[src/rtl/ps2_packet_sequencer.sv]
// PS/2 mouse frame receiver and 3-byte packet sequencer with a bounded click counter.
// Define PS2_PARITY_CHECK_EN to reject frames whose odd parity does not hold.
module ps2_packet_sequencer #(
  parameter int unsigned COUNT_MAX = 9999
) (
  input  logic        Mouse_Clk,
  input  logic        reset,
  input  logic        Mouse_Data,
  output logic        btn_left,
  output logic        btn_right,
  output logic        btn_middle,
  output logic [8:0]  dx,
  output logic [8:0]  dy,
  output logic        x_ovf,
  output logic        y_ovf,
  output logic        pkt_valid,
  output logic        frame_err,
  output logic [15:0] click_count
);

  localparam logic [15:0] CntMax = COUNT_MAX[15:0];

  typedef enum logic [1:0] {StIdle, StData, StParity, StStop} state_e;

  state_e      state_q;
  logic [2:0]  bit_cnt_q;
  logic [7:0]  shift_q;
  logic        par_ok_q;
  logic [1:0]  byte_idx_q;
  logic [6:0]  hdr_q;     // byte 0 without its always-one bit 3
  logic [7:0]  x_q;
  logic [2:0]  btn_q;     // {middle, right, left}, doubles as previous-button state
  logic [8:0]  dx_q, dy_q;
  logic        x_ovf_q, y_ovf_q;
  logic        pkt_valid_q, frame_err_q;
  logic [15:0] cnt_q, cnt_d;
  logic        left_press, right_press;

  always_comb begin
    left_press  = hdr_q[0] & ~btn_q[0];
    right_press = hdr_q[1] & ~btn_q[1];
    cnt_d       = cnt_q;
    if (left_press && !right_press && cnt_q < CntMax) begin
      cnt_d = cnt_q + 16'd1;
    end else if (right_press && !left_press && cnt_q != 16'd0) begin
      cnt_d = cnt_q - 16'd1;
    end
  end

  always_ff @(negedge Mouse_Clk or posedge reset) begin
    if (reset) begin
      state_q     <= StIdle;
      bit_cnt_q   <= 3'd0;
      shift_q     <= 8'd0;
      par_ok_q    <= 1'b0;
      byte_idx_q  <= 2'd0;
      hdr_q       <= 7'd0;
      x_q         <= 8'd0;
      btn_q       <= 3'd0;
      dx_q        <= 9'd0;
      dy_q        <= 9'd0;
      x_ovf_q     <= 1'b0;
      y_ovf_q     <= 1'b0;
      pkt_valid_q <= 1'b0;
      frame_err_q <= 1'b0;
      cnt_q       <= 16'd0;
    end else begin
      unique case (state_q)
        StIdle: begin
          if (!Mouse_Data) begin
            state_q     <= StData;
            bit_cnt_q   <= 3'd0;
            pkt_valid_q <= 1'b0;
          end
        end
        StData: begin
          shift_q[bit_cnt_q] <= Mouse_Data;
          bit_cnt_q          <= bit_cnt_q + 3'd1;
          if (bit_cnt_q == 3'd7) state_q <= StParity;
        end
        StParity: begin
`ifdef PS2_PARITY_CHECK_EN
          par_ok_q <= ^{shift_q, Mouse_Data};
`else
          par_ok_q <= 1'b1;
`endif
          state_q <= StStop;
        end
        StStop: begin
          state_q <= StIdle;
          if (Mouse_Data && par_ok_q) begin
            unique case (byte_idx_q)
              2'd0: begin
                // Header without bit 3 set means we are out of sync; drop silently.
                if (shift_q[3]) begin
                  hdr_q      <= {shift_q[7:4], shift_q[2:0]};
                  byte_idx_q <= 2'd1;
                end
              end
              2'd1: begin
                x_q        <= shift_q;
                byte_idx_q <= 2'd2;
              end
              default: begin
                btn_q       <= hdr_q[2:0];
                dx_q        <= {hdr_q[3], x_q};
                dy_q        <= {hdr_q[4], shift_q};
                x_ovf_q     <= hdr_q[5];
                y_ovf_q     <= hdr_q[6];
                pkt_valid_q <= 1'b1;
                frame_err_q <= 1'b0;
                cnt_q       <= cnt_d;
                byte_idx_q  <= 2'd0;
              end
            endcase
          end else begin
            frame_err_q <= 1'b1;
            byte_idx_q  <= 2'd0;
          end
        end
        default: state_q <= StIdle;
      endcase
    end
  end

  assign btn_left    = btn_q[0];
  assign btn_right   = btn_q[1];
  assign btn_middle  = btn_q[2];
  assign dx          = dx_q;
  assign dy          = dy_q;
  assign x_ovf       = x_ovf_q;
  assign y_ovf       = y_ovf_q;
  assign pkt_valid   = pkt_valid_q;
  assign frame_err   = frame_err_q;
  assign click_count = cnt_q;

endmodule

[config.mk]
export PLATFORM = sky130hd
export DESIGN_NAME = ps2_packet_sequencer
export DESIGN_NICKNAME = d
export VERILOG_FILES = /design/src/rtl/ps2_packet_sequencer.sv
export SDC_FILE = /design/constraint.sdc
export NUM_CORES = 1
export LEC_CHECK = 0
export BUFFER_PORTS_ARGS = -buffer_cell sky130_fd_sc_hd__buf_2
export CAP_MARGIN = 20
export CORE_ASPECT_RATIO = 0.7
export CORE_MARGIN = 2
export CORE_UTILIZATION = 52
export CTS_CLUSTER_DIAMETER = 40
export DETAILED_ROUTE_END_ITERATION = 12
export GPL_ROUTABILITY_DRIVEN = 0
export PLACE_DENSITY = 0.75
export SKIP_CTS_REPAIR_TIMING = 1
export SYNTH_ARGS = -nofsm -noshare
export SYNTH_HDL_FRONTEND = slang
export SYNTH_SLANG_ARGS = --single-unit
[constraint.sdc]
create_clock -name Mouse_Clk -period 2.8 [get_ports Mouse_Clk]
set_input_delay 0.42 -clock Mouse_Clk [delete_from_list [all_inputs] [get_ports Mouse_Clk]]
set_output_delay 0.42 -clock Mouse_Clk [all_outputs]
set_load 0.005 [all_outputs]
==> results by group <==
Yosys
  • Post-synth cell types: 52
  • Ys async rst share: 100%
  • Yosys top cell by area: dfrtn_1
  • Syn nets: 341
  • Cells after synthesis: 317
  • Number of enable flip-flop cells after synthesis: 0
  • Synth Area per Inst: 11.7 um2
  • Cell area after synthesis: 0.00372 mm2
  • Top cell type's share of synthesized area: 48.5%
  • Syn. warnings: 0
  • Primary FF master, synth: dfrtn_1
  • Synth Register Bits: approximately 70
  • Seq/Total Area, Yosys: 48.5%
  • Main area contributors after synthesis: dfrtn_1, mux2_2, ha_1, nand2_1, xnor2_1

Placed design
  • Port Buffer Count: 43
  • DPL Wire Length: 6360 um
  • Placed cell areas: between 0.004 and 0.005 mm2

GRT
  • Vias in the first global route: 2785
  • First-pass GRT wire length: 14200 um
  • Largest net degree at the start of global routing: 38
  • Initial antenna violation count: 0
  • Total GRT Usage: 23.5%
  • Global route overflow: 0

Power
  • Power Total: 5.68 mW
  • VDD IR-drop max: 0.619 mV
  • Pwr per Cell Area: around 1000 mW/mm2
  • P_leak: 2.73 nW

Clock network
  • CTS Buf Count: 9
  • CTS Sinks: 72
  • CTS clk-pin slew, worst paths: 0.06 ns
  • Root Driver: clkbuf_8
  • H-tree Lvls: 3
  • CTS tree: done
  • Clk Latency, worst-skew pair: 0.34 ns
  • Clk buf depth: 2

Final layout
  • Total Nets Final: 490
  • Layout fillers: 376
  • Layout cells sized above 1: 56.1%
  • Final instance area: 0.00545 mm2
  • Final Util: ~80%
  • Most common cell after layout, fill and taps aside: buf_4
  • N_diodes: 0
  • Commonest non-fill, non-tap cells in the layout: buf_4, dfrtn_1, mux2_2
  • P&R area growth vs syn: 46.6%

Floorplan
  • Die area: just under 0.008 mm2
  • Die width: 105 um
  • Die Y: 74.7 um
  • Initial Utilization: between 50% and 60%
  • Ports: 44
  • Core Area: 0.00685 mm2
  • Rows: 25

Timing
  • Least-Margin Pin Slew: 0.552 ns
  • Setup repair after global routing missed its margin: true
  • Post-layout min period: 3.10 ns
  • Max Fclk: 0.323 GHz
  • Hold Fails Final Rpt: 0
  • Setup violations, final: 18
  • Worst setup margin: -0.301 ns
  • Skew final: 0.0111 ns
  • Post-route setup TNS: -2.36 ns
  • Slew margin rel.: 62.7%
  • Final period util: 111%
  • Fin. max-slew vios: 0

Setup path
  • Arr. time, crit path: 4.68 ns
  • Critical path class: register to register
  • Critical path fanouts, max: 6
  • CP Launch Type: register
  • Crit. End Element: register
  • CP required: 4.38 ns

Routing
  • Total number of vias: roughly 3300
  • Vias/cell: 5.85
  • DR pass1 iterations: 5
  • DR DRC count: 0
  • Initial DRC count: 269
  • Routed WL: 11200 um
  • DRT antenna net count: 0
  • Wirelength per Cell: 19.8 um

Status
  • Failing checks: setup timing
  • Status: complete, but fails checks

Worst hold path
  • Hold Path Class: register to register

Run
  • Max_cap viols: 0
==> through the flow <==
stage / hold slack [ns] / worst slack, ns / instances
final: 0.447 / -0.301 / 565
after global routing: 0.458 / -0.433 / 565
after CTS: 0.448 / -0.225 / 529
after detailed placement: 0.448 / -0.206 / 513
after global placement: 0.444 / -0.156 / 513
after floorplan: 0.435 / -0.112 / 317
==> path summary, 6_finish.rpt <==
kind | to | slack, ns | cells past startpoint | startpoint
worst max-delay path | click_count[13] | -0.30 | 10 | click_count[11]
min in group asynchronous | dx[2] | 1.34 | 2 | reset
worst max register to register | click_count[13] | -0.30 | 10 | click_count[11]
max in group asynchronous | dx[6] | 0.92 | 3 | reset
worst min-delay path | dy[5] | 0.45 | 1 | dy[5]
worst min register to register | dy[5] | 0.45 | 1 | dy[5]
==> routing by layer <==
| metal | routed length [um] | vias to the layer above | GRT usage [%] |
|---|---|---|---|
| li1 | - | 1459 | - |
| met1 | 4960 | 1645 | 34.7 |
| met2 | 5160 | 160 | 35.0 |
| met3 | 726 | 41 | 5.54 |
| met4 | 357 | 0 | 6.67 |
| met5 | 0 | - | 0 |
==> sequential cells by signal, indices dropped and copies added, names as in the netlist <==
name and count:
bit_cnt_q 3, btn_q 3, byte_idx_q 2, click_count 16, dx 9, dy 9
frame_err 1, hdr_q 7, par_ok_q 1, pkt_valid 1, shift_q 8, state_q 2
x_ovf 1, x_q 8, y_ovf 1
==> Yosys cell counts, drive strengths merged (2+ instances only) <==
| library cell | instances |
|---|---|
| nand2b | 5 |
| o21ai | 23 |
| clkbuf | 7 |
| xor2 | 5 |
| a21oi | 13 |
| inv | 12 |
| xnor2 | 9 |
| ha | 20 |
| nand4b | 3 |
| a32o | 2 |
| mux2 | 46 |
| nand2 | 29 |
| buf | 3 |
| a211oi | 2 |
| o31ai | 4 |
| a21o | 5 |
| a31oi | 2 |
| dfrtn | 72 |
| nor2b | 3 |
| nand4 | 5 |
| nor3b | 2 |
| nor2 | 9 |
| nor4 | 6 |
| nor3 | 2 |
| nand3 | 8 |
==> cell families after synthesis <==
logic type	Yosys count	share of synthesized area, %
mux	47	14.2
buf+inv	22	3.23
xor+xnor	14	3.30
compound gates	64	12.2
fa+ha+maj	21	7.27
simple gates	77	11.3
flops	72	48.5
==> area by class of cell <==
cell class | instances | area (um2) | share of cell area (%)
multi-input combinational | 224 | 2100 | 38.6
sequential | 72 | 1800 | 33.1
timing repair buffer | 147 | 1170 | 21.4
clock buffer | 9 | 124 | 2.27
tap | 94 | 118 | 2.16
clock inverter | 7 | 85.1 | 1.56
inverter | 12 | 48.8 | 0.896
==> where the power goes <==
part	internal [mW]	total (mW)	switching, mW
Clock	0.430	0.878	0.448
Sequential	1.35	1.62	0.274
Combinational	1.62	3.18	1.56
Total	3.40	5.68	2.28
==> critical path: stages, from the launching register on <==
cell and delay (ns):
dfrtn_1 0.37, or4_4 0.55, a211o_4 0.36, nand3_4 0.15
buf_4 0.16, ha_1 0.20, nand2_1 0.16, buf_4 0.18
o41ai_1 0.56, xnor2_1 0.20, o21ai_2 0.06
No activity file was read; power rests on OpenSTA's default activity.
